===== config.mk =====
export PLATFORM = sky130hd
export DESIGN_NAME = usb_rx_line_decoder_flat
export DESIGN_NICKNAME = d
export VERILOG_FILES = /design/src/rtl/usb_rx_pkg.sv /design/src/rtl/usb_rx_line_decoder_if.sv /design/src/rtl/usb_rx_bit_sampler.sv /design/src/rtl/usb_rx_line_decoder.sv /design/src/flat_wrapper.sv
export SDC_FILE = /design/constraint.sdc
export NUM_CORES = 1
export LEC_CHECK = 0
export ABC_AREA = 1
export CORE_ASPECT_RATIO = 0.6
export CORE_MARGIN = 2
export CORE_UTILIZATION = 35
export DETAILED_ROUTE_END_ITERATION = 16
export PLACE_DENSITY = 0.56
export SYNTH_ARGS = -nofsm -noshare
export SYNTH_HDL_FRONTEND = slang
export SYNTH_SLANG_ARGS = --single-unit

===== constraint.sdc =====
create_clock -name clock -period 1.8 [get_ports clock]
set_input_delay 0.36 -clock clock [delete_from_list [all_inputs] [get_ports clock]]
set_output_delay 0.36 -clock clock [all_outputs]
set_load 0.01 [all_outputs]

===== src/rtl/usb_rx_pkg.sv =====
// Shared types and line constants for the USB receive line decoder.
package usb_rx_pkg;

  typedef enum logic [2:0] {
    ST_IDLE,
    ST_SYNC,
    ST_DATA,
    ST_EOP1,
    ST_EOP2,
    ST_DRAIN
  } rx_state_e;

  localparam logic [1:0] SE0  = 2'b00;
  localparam logic [1:0] SE1  = 2'b11;
  localparam logic [1:0] J_FS = 2'b10;

  localparam int STUFF_LIMIT_DEF    = 6;
  localparam int SYNC_MIN_ZEROS_DEF = 5;

endpackage


===== src/rtl/usb_rx_line_decoder_if.sv =====
// Byte stream with packet framing from the line decoder to the packet parser.
// valid/ready: there is no ready; rx_valid, rx_sop, rx_eop and rx_error are
// single-cycle strobes the consumer must take on the cycle they are high.
interface usb_rx_line_decoder_if;
  import usb_rx_pkg::*;

  logic [7:0] rx_data;
  logic       rx_valid;
  logic       rx_active;
  logic       rx_sop;
  logic       rx_eop;
  logic       rx_error;
  rx_state_e  fsm_state;

  modport master (
    output rx_data, rx_valid, rx_active, rx_sop, rx_eop, rx_error, fsm_state
  );

  modport slave (
    input rx_data, rx_valid, rx_active, rx_sop, rx_eop, rx_error, fsm_state
  );

endinterface


===== src/rtl/usb_rx_bit_sampler.sv =====
// Synchronizes the raw line and strobes once per bit near the bit centre,
// re-aligning the phase on every line transition.
module usb_rx_bit_sampler
  import usb_rx_pkg::*;
#(
  parameter int OVERSAMPLE = 4
) (
  input  logic       clock,
  input  logic       reset_n,
  input  logic [1:0] line,
  output logic       sample_en,
  output logic [1:0] sample_sym
);

  localparam int              PW     = $clog2(OVERSAMPLE);
  localparam logic [PW-1:0]   CENTRE = PW'(OVERSAMPLE / 2 - 1);

  logic [1:0]    sync1;
  logic [1:0]    line_s;
  logic [1:0]    line_d;
  logic [PW-1:0] phase;

  always_ff @(posedge clock or negedge reset_n) begin
    if (!reset_n) begin
      sync1  <= J_FS;
      line_s <= J_FS;
      line_d <= J_FS;
      phase  <= '0;
    end else begin
      sync1  <= line;
      line_s <= sync1;
      line_d <= line_s;
      // Free-running phase wraps naturally because OVERSAMPLE is a power of two.
      if (line_s != line_d) phase <= '0;
      else                  phase <= phase + 1'b1;
    end
  end

  assign sample_en  = (phase == CENTRE);
  assign sample_sym = line_s;

endmodule


===== src/rtl/usb_rx_line_decoder.sv =====
// NRZI decode, SYNC detect, bit unstuffing and EOP detection on the sampled
// line, producing framed bytes for the packet parser.
module usb_rx_line_decoder
  import usb_rx_pkg::*;
#(
  parameter int OVERSAMPLE     = 4,
  parameter int SYNC_MIN_ZEROS = SYNC_MIN_ZEROS_DEF,
  parameter int STUFF_LIMIT    = STUFF_LIMIT_DEF
) (
  input  logic                  clock,
  input  logic                  reset_n,
  input  logic [1:0]            usb_signals,
  input  logic [1:0]            j_state,
  input  logic [1:0]            k_state,
  input  logic                  bus_reset,
  usb_rx_line_decoder_if.master rx
);

  localparam logic [2:0] STUFF_L = 3'(STUFF_LIMIT);
  localparam logic [2:0] SYNC_L  = 3'(SYNC_MIN_ZEROS);

  logic       sample_en;
  logic [1:0] sample_sym;

  usb_rx_bit_sampler #(.OVERSAMPLE(OVERSAMPLE)) u_sampler (
    .clock      (clock),
    .reset_n    (reset_n),
    .line       (usb_signals),
    .sample_en  (sample_en),
    .sample_sym (sample_sym)
  );

  rx_state_e  state_q, state_n;
  logic [1:0] prev_q, prev_n;
  logic [2:0] zero_q, zero_n, ones_q, ones_n, bit_q, bit_n;
  logic [1:0] se0_q, se0_n;
  logic       jseen_q, jseen_n;
  logic [7:0] shreg_q, shreg_n, data_q, data_n;
  logic       valid_q, valid_n, sop_q, sop_n, eop_q, eop_n, err_q, err_n;
  logic       active_q, active_n;

  logic is_se0, is_se1, is_jk, is_j, is_k, nrzi_bit;

  assign is_se0   = (sample_sym == SE0);
  assign is_se1   = (sample_sym == SE1);
  assign is_jk    = !is_se0 && !is_se1;
  assign is_j     = (sample_sym == j_state);
  assign is_k     = (sample_sym == k_state);
  assign nrzi_bit = (sample_sym == prev_q);

  always_comb begin
    state_n = state_q;
    prev_n  = prev_q;
    zero_n  = zero_q;
    ones_n  = ones_q;
    bit_n   = bit_q;
    se0_n   = se0_q;
    jseen_n = jseen_q;
    shreg_n = shreg_q;
    data_n  = data_q;
    valid_n = 1'b0;
    sop_n   = 1'b0;
    eop_n   = 1'b0;
    err_n   = 1'b0;

    if (sample_en && is_jk)       prev_n = sample_sym;
    else if (state_q == ST_IDLE)  prev_n = j_state;

    if (bus_reset) begin
      state_n = ST_IDLE;
      zero_n  = '0;
      ones_n  = '0;
      bit_n   = '0;
      se0_n   = '0;
      jseen_n = 1'b0;
    end else if (sample_en) begin
      case (state_q)
        ST_IDLE: begin
          if (is_k) begin
            state_n = ST_SYNC;
            zero_n  = 3'd1;
          end
        end
        ST_SYNC: begin
          if (!is_jk) begin
            state_n = ST_IDLE;
          end else if (!nrzi_bit) begin
            if (zero_q != 3'd7) zero_n = zero_q + 3'd1;
          end else if (zero_q >= SYNC_L) begin
            state_n = ST_DATA;
            sop_n   = 1'b1;
            ones_n  = 3'd1;  // the SYNC-terminating 1 counts toward stuffing
            bit_n   = '0;
          end else begin
            state_n = ST_IDLE;
          end
        end
        ST_DATA: begin
          if (is_se0) begin
            state_n = ST_EOP1;
            err_n   = (bit_q != 3'd0);
            bit_n   = '0;
          end else if (is_se1) begin
            state_n = ST_DRAIN;
            err_n   = 1'b1;
          end else if (ones_q == STUFF_L) begin
            if (nrzi_bit) begin
              state_n = ST_DRAIN;
              err_n   = 1'b1;
            end else begin
              ones_n = '0;
            end
          end else begin
            shreg_n = {nrzi_bit, shreg_q[7:1]};
            ones_n  = nrzi_bit ? ones_q + 3'd1 : 3'd0;
            if (bit_q == 3'd7) begin
              bit_n   = '0;
              data_n  = shreg_n;
              valid_n = 1'b1;
            end else begin
              bit_n = bit_q + 3'd1;
            end
          end
        end
        ST_EOP1: begin
          if (is_se0) begin
            state_n = ST_EOP2;
            se0_n   = '0;
          end else begin
            state_n = ST_DRAIN;
            err_n   = 1'b1;
          end
        end
        ST_EOP2: begin
          if (is_j) begin
            state_n = ST_IDLE;
            eop_n   = 1'b1;
          end else if (is_se0 && se0_q != 2'd2) begin
            se0_n = se0_q + 2'd1;
          end else begin
            state_n = ST_DRAIN;
            err_n   = 1'b1;
          end
        end
        ST_DRAIN: begin
          jseen_n = is_j && !jseen_q;
          if (is_j && jseen_q) state_n = ST_IDLE;
        end
        default: state_n = ST_IDLE;
      endcase
    end

    active_n = (state_n == ST_DATA) || (state_n == ST_EOP1) || (state_n == ST_EOP2);
  end

  always_ff @(posedge clock or negedge reset_n) begin
    if (!reset_n) begin
      state_q  <= ST_IDLE;
      prev_q   <= J_FS;
      zero_q   <= '0;
      ones_q   <= '0;
      bit_q    <= '0;
      se0_q    <= '0;
      jseen_q  <= 1'b0;
      shreg_q  <= '0;
      data_q   <= '0;
      valid_q  <= 1'b0;
      sop_q    <= 1'b0;
      eop_q    <= 1'b0;
      err_q    <= 1'b0;
      active_q <= 1'b0;
    end else begin
      state_q  <= state_n;
      prev_q   <= prev_n;
      zero_q   <= zero_n;
      ones_q   <= ones_n;
      bit_q    <= bit_n;
      se0_q    <= se0_n;
      jseen_q  <= jseen_n;
      shreg_q  <= shreg_n;
      data_q   <= data_n;
      valid_q  <= valid_n;
      sop_q    <= sop_n;
      eop_q    <= eop_n;
      err_q    <= err_n;
      active_q <= active_n;
    end
  end

  assign rx.rx_data   = data_q;
  assign rx.rx_valid  = valid_q;
  assign rx.rx_active = active_q;
  assign rx.rx_sop    = sop_q;
  assign rx.rx_eop    = eop_q;
  assign rx.rx_error  = err_q;
  assign rx.fsm_state = state_q;

endmodule


===== src/flat_wrapper.sv =====
// flat-port wrapper written by rule: the top's interface ports become plain ports
module usb_rx_line_decoder_flat import usb_rx_pkg::*;
#(
  parameter int OVERSAMPLE     = 4,
  parameter int SYNC_MIN_ZEROS = SYNC_MIN_ZEROS_DEF,
  parameter int STUFF_LIMIT    = STUFF_LIMIT_DEF
)
  (clock, reset_n, usb_signals, j_state, k_state, bus_reset, rx_rx_data, rx_rx_valid, rx_rx_active, rx_rx_sop, rx_rx_eop, rx_rx_error, rx_fsm_state);
  usb_rx_line_decoder_if rx_i ();
  input  logic clock;
  input  logic reset_n;
  input  logic [1:0] usb_signals;
  input  logic [1:0] j_state;
  input  logic [1:0] k_state;
  input  logic bus_reset;
  output wire logic [$bits(rx_i.rx_data)-1:0] rx_rx_data;
  output wire logic [$bits(rx_i.rx_valid)-1:0] rx_rx_valid;
  output wire logic [$bits(rx_i.rx_active)-1:0] rx_rx_active;
  output wire logic [$bits(rx_i.rx_sop)-1:0] rx_rx_sop;
  output wire logic [$bits(rx_i.rx_eop)-1:0] rx_rx_eop;
  output wire logic [$bits(rx_i.rx_error)-1:0] rx_rx_error;
  output wire logic [$bits(rx_i.fsm_state)-1:0] rx_fsm_state;
  assign rx_rx_data = rx_i.rx_data;
  assign rx_rx_valid = rx_i.rx_valid;
  assign rx_rx_active = rx_i.rx_active;
  assign rx_rx_sop = rx_i.rx_sop;
  assign rx_rx_eop = rx_i.rx_eop;
  assign rx_rx_error = rx_i.rx_error;
  assign rx_fsm_state = rx_i.fsm_state;
  usb_rx_line_decoder #(.OVERSAMPLE(OVERSAMPLE), .SYNC_MIN_ZEROS(SYNC_MIN_ZEROS), .STUFF_LIMIT(STUFF_LIMIT)) u_core (.clock(clock), .reset_n(reset_n), .usb_signals(usb_signals), .j_state(j_state), .k_state(k_state), .bus_reset(bus_reset), .rx(rx_i));
endmodule

# --- After elaboration in Yosys (flattened, before gate mapping) ---
# Index checks and enable logic that the tools add are counted.
totals:
  output_inout_bits: 16
  ramBits: 0
  memories: 0
  reg_bits: 46
  latch_bits: 0
  elab_cells: 168
  rom_bits: 0
  input_bits: 9
classes:
  multipliers: 0
  muxes: 82
  magnitude_cmp: 1
  n_eq_ne: 32
  div_mod_pow: 0
  bitwise_logic: 4
  n_addsub: 5
  n_reduce_logical: 26
  n_shift: 0
op_table:
  columns: ["cell", "n"]
  rows:
  - ["two-way mux 3 bit", 37]
  - ["two-way mux 1 bit", 30]
  - ["inequality test 3 x 2 -> 1 bit, second input constant", 7]
  - ["two-way mux 2 bit", 9]
  - ["one-hot mux 3 bit (2 select lines)", 3]
  - ["one-hot mux 3 bit (6 select lines)", 1]
  - ["== test 3 bit, second input constant", 5]
  - ["inequality test 3 bit, second input constant", 5]
  - ["AND reduction 7 bit", 2]
  - ["== test 3 x 2 -> 1 bit, second input constant", 4]
  - ["AND reduction 6 bit", 2]
  - ["nonzero test 3 bit", 4]
  - ["adder 3 x 1 -> 3 bit, second input constant", 3]
  - ["inequality test 4 x 3 -> 1 bit, second input constant", 2]
  - ["AND reduction 8 bit", 1]
  - ["== test 2 bit", 3]
  - ["nonzero test 2 bit", 3]
  - ["logical AND 1 bit", 5]
  - ["AND reduction 5 bit", 1]
  - ["adder 2 x 1 -> 2 bit, second input constant", 2]
  - ["inequality test 4 bit, second input constant", 1]
  - ["inverter 1 bit", 4]
  - ["one-hot mux 2 bit (2 select lines)", 1]
  - ["== test 3 x 1 -> 1 bit, second input constant", 1]
  - ["11 further kinds", 14]

# --- Depth between registers and ports, before layout ---
logic_depth:
  ltp_word: 11
  ltp_mapped: 14
  depth_no_buf: 14

# --- By module ---
# From an unflattened synthesis, not the netlist that was laid out.
unflattened:
  hier_cells: 298
  area_unflattened_um2: 2432.3
modules_own_cells:
  columns: ["mod", "seq_area_each_um2", "area_each_um2", "instances", "cells_each"]
  rows:
  - ["usb_rx_line_decoder", 927.1, 2163.3, 1, 275]
  - ["usb_rx_bit_sampler", 203.9, 269.0, 1, 23]

# --- Worst setup path before layout ---
# Ideal clock, no wire load.
synth_timing:
  path_kind: "reg2reg"
  start: "reg u_core.u_sampler.line_s[1] (netlist: u_core.u_sampler.sample_sym[1])"
  end: "reg u_core.data_q[0] (netlist: u_core.rx.rx_data[0])"
  setup_ns: 0.125
  path_stages_with_launch: 8
  synth_period_minus_slack_ns: 1.902
  t_required_ns: 1.675
  n_path_buf: 1
  slack_ns: -0.102
  t_arrival_ns: 1.777
  cell_sequence: "dfstp_2 -> buf_4 -> inv_2 -> ha_1 -> nand2_1 -> nor3_4 -> nand2_2 -> mux2_4"
synth_between:
  elab_chain_len: 3
  elab_cells_between_ends: 5
  cone_classes: "eq/ne: 1; bitwise: 2; reduce/logical: 2"
synth_rtl:
  columns: ["element", "line_no", "rtl"]
  rows:
  - ["from (decl)", "usb_rx_bit_sampler.sv:19", "logic [1:0] line_s;"]
  - ["from (signal assigned)", "usb_rx_bit_sampler.sv:31", "line_s <= sync1;"]
  - ["== test 2 bit / logical NOT 2 bit (equally long branches)", "usb_rx_line_decoder.sv:45, usb_rx_line_decoder.sv:44", null]
  - ["inverter 1 bit (no line)", null, null]
  - ["AND reduction 7 bit (no line) *", null, null]
  - ["to (signal assigned)", "usb_rx_line_decoder.sv:181", "data_q <= data_n;"]
  - ["to (decl)", "usb_rx_line_decoder.sv:38", "logic [7:0] shreg_q, shreg_n, data_q, data_n;"]
# Every way passes the cells marked *; elsewhere a longest branch is shown, timed or not.
# A chain may end at the register's enable or synchronous reset.

# --- Worst setup path after layout ---
layout_timing:
  start: "reg u_core.u_sampler.line_s[1] (netlist: u_core.u_sampler.sample_sym[1])"
  end: "reg u_core.ones_q[1]"
layout_between:
  elab_chain_len: 8
  elab_cells_between_ends: 19
  cone_classes: "eq/ne: 7; mux: 7; reduce/logical: 5"
layout_rtl:
  columns: ["element", "line_no", "rtl"]
  rows:
  - ["== test 2 bit", "usb_rx_line_decoder.sv:49", "assign nrzi_bit = (sample_sym == prev_q);"]
  - ["two-way mux 3 bit", "usb_rx_line_decoder.sv:115", "ones_n = nrzi_bit ? ones_q + 3'd1 : 3'd0;"]
  - ["two-way mux 3 bit", "usb_rx_line_decoder.sv:106", "end else if (ones_q == STUFF_L) begin"]
  - ["two-way mux 3 bit", "usb_rx_line_decoder.sv:103", "end else if (is_se1) begin"]
  - ["two-way mux 3 bit", "usb_rx_line_decoder.sv:99", "if (is_se0) begin"]
  - ["one-hot mux 3 bit (2 select lines)", "usb_rx_line_decoder.sv:77", "case (state_q)"]
  - ["two-way mux 3 bit", "usb_rx_line_decoder.sv:76", "end else if (sample_en) begin"]
  - ["two-way mux 3 bit", "usb_rx_line_decoder.sv:69", "if (bus_reset) begin"]
  - ["to (signal assigned)", "usb_rx_line_decoder.sv:176", "ones_q <= ones_n;"]
  - ["to (decl)", "usb_rx_line_decoder.sv:35", "logic [2:0] zero_q, zero_n, ones_q, ones_n, bit_q, bit_n;"]
# Parallel ways exist; a longest one is shown, timed or not. The select of a mux whose other input is x is not followed.

==> impl_metrics.env <==
export IMPL_avgSynthCellArea_um2=8.360
export IMPL_clk_insertion_delay_late_ns=0.28
export IMPL_timing_final_crit_period_ns=1.808
export IMPL_synth_cell_types=33
export IMPL_cts_tree="done"
export IMPL_grt_pass1_vias=1820
export IMPL_io_buffers=24
export IMPL_worstReg2RegStart="u_core.u_sampler.sample_sym[1]"
export IMPL_ys_seq_area_frac=0.4781
export IMPL_fp_row_count=23
export IMPL_cts_hold_buf=0
export IMPL_route_detailed_drc=0
export IMPL_synthSimpleGateAreaFrac=0.2348
export IMPL_crit_family="flip-flops"
export IMPL_synth_xor_area_frac=0.01851
export IMPL_grt_pass1_wl_um=8997
export IMPL_cp_slowest_stage_delay_ns=0.58
export IMPL_grt_total_usage=0.1592
export IMPL_cp_cell_sequence="inv_2, ha_4, inv_2, nand2_2, nand2_2, nor3_2, o21ai_2, inv_2, nand2_4, nand2_2, o21ai_1"
export IMPL_p_per_area_nw_per_um2=706.5
export IMPL_finClkSkew_ns=0.005426
export IMPL_htree_levels=2
export IMPL_crit_end="u_core.ones_q[1]"
export IMPL_place_area_um2=2949
export IMPL_max_freq_mhz=552.9
export IMPL_hold_viol_final=0
export IMPL_yosys_warnings=0
export IMPL_synth_compound_area_frac=0.1089
export IMPL_synth_edf_count=0
export IMPL_rr_worst_depth=11
export IMPL_cp_arrival_ns=1.98
export IMPL_crit_type="flip-flop to flip-flop"
export IMPL_final_area_um2=3203
export IMPL_diodes=0
export IMPL_post_dp_hpwl_um=4069
export IMPL_cp_slowest_cell="dfstp_2"
export IMPL_ant_nets=0
export IMPL_synthAdderAreaFrac=0.06346
export IMPL_grt_start_max_net_pins=46
export IMPL_clkSinkCount=45
export IMPL_cp_end_kind="flip-flop"
export IMPL_layout_setup_ws_ns=-0.008494
export IMPL_avgViaCountPerCell=4.576
export IMPL_syn_area_um2=2366
export IMPL_reg2reg_to="u_core.ones_q[1]"
export IMPL_nets=369
export IMPL_drt_pass1_iter_count=4
export IMPL_gp_congestion=0.8741
export IMPL_cts_buffers=5
export IMPL_wirelength_um=5311
export IMPL_cts_root_buf="clkbuf_16"
export IMPL_violations="setup timing"
export IMPL_post_place_ws_ns=-0.1591
export IMPL_synth_top_family_by_area="simple AND/OR/NAND/NOR gates"
export IMPL_p_leak_nw=1.579
export IMPL_ir_drop_mv=0.3295
export IMPL_startpoint="u_core.u_sampler.sample_sym[1]"
export IMPL_dr_first_iter_drc_count=102
export IMPL_slew_limit_headroom=0.7567
export IMPL_async_reset_ff_frac=1.000
export IMPL_drive_gt1_frac=0.2521
export IMPL_vias=1995
export IMPL_clk_pin_slew_ns=0.06
export IMPL_cts_buffer_depth=2
export IMPL_path_max_fanout=6
export IMPL_core_area_um2=6619
export IMPL_cp_required_ns=1.97
export IMPL_finalMaxSlewViolations=0
export IMPL_wl_per_cell_um=12.18
export IMPL_area_delta_synth_final_pct=35.38
export IMPL_synth_ff_type="dfrtp_1"
export IMPL_crit_cells=11
export IMPL_synth_area_mux_share=0.01269
export IMPL_fin_crit_sh=1.005
export IMPL_pin_count=25
export IMPL_start_util=0.3575
export IMPL_antenna_found_initial=0
export IMPL_reg2reg_slack_ns=-0.008
export IMPL_die_area_um2=7455
export IMPL_path_buf_inv=3
export IMPL_syn_inst=283
export IMPL_hold_path_class="input port to async pin"
export IMPL_status="finished with violations"
export IMPL_maxCapViolations=0
export IMPL_die_width_um=110.1
export IMPL_synth_seq_cells=45
export IMPL_worst_pin_slew_ns=0.3611
export IMPL_die_h_um=67.69
export IMPL_grt_setup_unrepaired="yes"
export IMPL_synth_fp_nets=304
export IMPL_grt_ovfl_total=0
export IMPL_final_setup_viol_count=2
export IMPL_cp_start_kind="flip-flop"
-- metrics by stage --
stage                     hold WS, ns  cells  TNS [ns]  power, mW  utilization
final                         0.03584    436  -0.01069      2.263       0.4839
after global routing          0.06557    436    -1.267      2.384       0.4839
after CTS                     0.05952    431         0      2.256       0.4673
after detailed placement       0.3441    422    -1.229      1.383       0.4456
after global placement         0.3315    422    -1.444      1.382       0.4456
after floorplan               0.06441    283         0      1.237            -
-- sequential cells by signal, indices dropped and copies added (netlist names), 3 cells and up --
name                 cells
u_core.rx.rx_data        8
u_core.shreg_q           7
u_core.bit_q             3
u_core.ones_q            3
u_core.rx.fsm_state      3
u_core.zero_q            3
-- repair_timing --
action | 4_1_cts | 5_1_grt
setup endpoints to repair | 8 | 22
buffers inserted | 1 | 5
pin swaps | 0 | 9
gates resized for setup | 0 | 26
-- worst register-to-register path, delay by kind of cell (launching register included) --
| family | cells | cell delay, ns |
|---|---|---|
| simple gates | 5 | 0.44 |
| flops | 1 | 0.58 |
| compound gates | 2 | 0.18 |
| fa+ha+maj | 1 | 0.29 |
| buf+inv | 3 | 0.22 |
-- report_power, final --
group,switching [mW],total (mW),internal [mW]
registers,0.0219,1.07,1.05
clock network,0.343,0.859,0.516
logic,0.189,0.337,0.148
-- cell usage in the layout, fill, tap and decap left out, types with 2 or more instances in the layout --
cell type         n
nor2_2            4
o21ai_1          12
inv_1            38
nand3_1          14
clkbuf_16         5
mux2_4            2
nand2_4           2
ha_1             10
buf_4            38
nand2_2          12
o21ai_2           3
a21oi_2           2
nor2_1           18
nand4_1           3
xnor2_1           4
dfrtp_1          41
clkdlybuf4s50_1  23
a21oi_1           4
inv_2             5
nor3_1            4
nand2_1          63
clkbuf_1          3
o21ai_0          17
dfstp_2           4
o211ai_1          2
-- layer usage --
layer / wire length, um / share of wire / track usage
met5: 0 / 0 / 0
met4: 29 / 0.0055 / 0.04219
met3: 197 / 0.037 / 0.03475
met2: 1986 / 0.37 / 0.1948
met1: 3097 / 0.58 / 0.2660
-- cell type report --
| type | count | area [um2] |
|---|---|---|
| Inverter | 43 | 161.4 |
| Sequential cell | 45 | 1131 |
| Tap cell | 87 | 108.9 |
| Multi-Input combinational cell | 190 | 1125 |
| Timing Repair Buffer | 63 | 540.5 |
| Fill cell | 640 | 3416 |
| Clock buffer | 8 | 136.4 |
-- Yosys cell counts (3+ instances only) --
library cell,n,share of area
a21oi_1,5,0.011
dfrtp_1,41,0.43
dfstp_2,4,0.044
ha_1,12,0.063
inv_1,40,0.063
inv_2,3,0.0048
nand2_1,72,0.11
nand2_2,4,0.011
nand3_1,15,0.032
nand4_1,3,0.0079
nor2_1,21,0.033
nor3_1,4,0.0085
o21ai_0,21,0.044
o21ai_1,10,0.021
xnor2_1,4,0.015
-- kinds of logic (layout without fill, tap and decap cells) --
family | after synthesis | in the layout
flip-flops | 45 | 45
multiplexers | 2 | 2
buffers and inverters | 48 | 114
AO/OA/AOI/OAI | 46 | 46
XOR/XNOR | 5 | 5
adder cells (fa/ha/maj) | 12 | 12
AND/OR/NAND/NOR | 125 | 125
-- how the worst min path moves through the flow --
stage | to | slack [ns] | cells after the start
global placement | u_core.u_sampler.sample_sym[0] | 0.33 | 0
detailed placement | u_core.u_sampler.sample_sym[0] | 0.34 | 0
finish | u_core.prev_q[0] | 0.04 | 2
floorplan | u_core.bit_q[0] | 0.06 | 0
global route | u_core.u_sampler.sample_sym[0] | 0.07 | 2
CTS | u_core.u_sampler.sync1[0] | 0.06 | 2
Power figures use the tool's default switching activity.
==> RTL change: new RTL, config.mk and constraints unchanged <==
The package constant `STUFF_LIMIT_DEF` goes from 6 to 3.
--- a/src/rtl/usb_rx_pkg.sv
+++ b/src/rtl/usb_rx_pkg.sv
@@ -14,7 +14,7 @@
   localparam logic [1:0] SE1  = 2'b11;
   localparam logic [1:0] J_FS = 2'b10;
 
-  localparam int STUFF_LIMIT_DEF    = 6;
+  localparam int STUFF_LIMIT_DEF    = 3;
   localparam int SYNC_MIN_ZEROS_DEF = 5;
 
 endpackage
Formal check against the unedited RTL: same outputs for any inputs over 10 cycles, from zero or initial values and one cycle with reset_n low; that may be too few to reach the edited logic, so the function may still have changed.
==> RTL change against the original RTL <==
  * Worst setup slack lost 0.012 ns
  * Sequential cell count is the same
  * Total power shrank 5.1%
  * Highest routed layer unchanged
  * Worst hold slack improved by 0.32 ns
  * Wire length hardly changed
  * Cell area grew 0.59%
  * Via count is 2.9% lower
  * Largest cell class unchanged
  * The run still ends with negative setup slack left
  * Area after synthesis fell by 3.1%
==> RTL change: results (changes against the original RTL) <==
<table>
<tr><th>Metric</th><th>Value</th></tr>
<tr><th colspan="2">Placement</th></tr>
<tr><td>Pre-CTS setup slack</td><td>-0.186 ns (-0.0269 ns)</td></tr>
<tr><td>Number of placed instances with taps included</td><td>417 (-1.2%)</td></tr>
<tr><th colspan="2">Clock tree</th></tr>
<tr><td>Post-CTS Hold Buffers</td><td>1 (+1)</td></tr>
<tr><th colspan="2">Final layout</th></tr>
<tr><td>Fraction of final layout cells sized beyond drive strength 1</td><td>30.0% (+4.8 points)</td></tr>
<tr><td>Nets</td><td>367 (-0.54%)</td></tr>
<tr><td>Final non-filler cell total</td><td>431 (-1.1%)</td></tr>
<tr><td>Fill count</td><td>602 (-5.9%)</td></tr>
<tr><th colspan="2">Yosys</th></tr>
<tr><td>Share of the yosys chip area belonging to registers</td><td>49.3% (+1.5 points)</td></tr>
<tr><td>Number of distinct library cell variants in the gate-level netlist after synthesis</td><td>30 (-9.1%)</td></tr>
<tr><td>Multiplexer area fraction after synthesis</td><td>0.983% (-0.29 points)</td></tr>
<tr><td>Post-Syn Area per Cell</td><td>8.43 sq um (+0.80%)</td></tr>
<tr><td>Largest cells by area after synthesis</td><td>dfrtp_1 (45%), nand2_1 (11%), ha_1 (6.6%), inv_1 (6.1%), dfstp_2 (4.6%)</td></tr>
<tr><th colspan="2">STA</th></tr>
<tr><td>Fin Hold WS</td><td>0.354 ns (+0.318 ns)</td></tr>
<tr><td>Final Setup Violations</td><td>3 (+1)</td></tr>
<tr><td>Crit path setup slack, layout</td><td>-0.0205 ns (-0.0120 ns)</td></tr>
<tr><th colspan="2">Power</th></tr>
<tr><td>Cell internal pwr</td><td>0.00153 W (-10%)</td></tr>
<tr><td>Maximum ir drop on the vdd rail</td><td>0.341 mV (+3.4%)</td></tr>
<tr><th colspan="2">Global routing</th></tr>
<tr><td>All-Layer GR Usage</td><td>16.6% (+0.64 points)</td></tr>
<tr><td>Maximum number of pins on one net before global-route repair</td><td>28 (-39%)</td></tr>
<tr><td>Met3 Resource Use GR</td><td>3.62% (+0.15 points)</td></tr>
<tr><td>Wire length of the first global-routing pass</td><td>9160 um (+1.8%)</td></tr>
<tr><th colspan="2">Worst hold path</th></tr>
<tr><td>Hold crit path type</td><td>flip-flop to flip-flop</td></tr>
<tr><th colspan="2">Worst setup path</th></tr>
<tr><td>Data arrival, critical path</td><td>2.06 ns (+0.08 ns)</td></tr>
<tr><td>Destination of the worst register-to-register timing path</td><td>u_core.ones_q[0]</td></tr>
<tr><td>Crit-path max cell delay</td><td>0.61 ns (+0.03 ns)</td></tr>
<tr><th colspan="2">Run status</th></tr>
<tr><td>Result of the run</td><td>complete, but fails checks</td></tr>
<tr><td>Violated checks</td><td>negative setup slack</td></tr>
<tr><th colspan="2">Drt</th></tr>
<tr><td>Met2 wire length</td><td>2110 um (+6.4%)</td></tr>
<tr><td>Met1 Wirelength</td><td>2930 um (-5.5%)</td></tr>
</table>
RTL change: critical path, delay by kind of cell, from the launching register on:
| kind | cells | cell delay [ns] |
|---|---|---|
| simple gates | 4 | 0.48 |
| compound gates | 1 | 0.09 |
| fa+ha+maj | 1 | 0.30 |
| flops | 1 | 0.61 |
| buf+inv | 3 | 0.27 |
RTL change: layout make-up:
type	count	area, sq um	share of cell area [%]
Tap cell	84	105	3.26
Inverter	41	154	4.78
Timing Repair Buffer	71	623	19.3
Clock inverter	3	22.5	0.699
Multi-Input combinational cell	182	1120	34.6
Sequential cell	45	1130	35.1
Clock buffer	5	68.8	2.14
RTL change: power groups by stage:
stage	clock [W]	sequential (W)	combinational, W
5_1_grt	0.000694	0.00111	0.000481
2_1_floorplan	0	0.00111	0.000197
3_3_place_gp	0	0.00112	0.000364
6_report	0.000619	0.00110	0.000425
4_1_cts	0.000653	0.00110	0.000383
3_5_place_dp	0	0.00112	0.000367
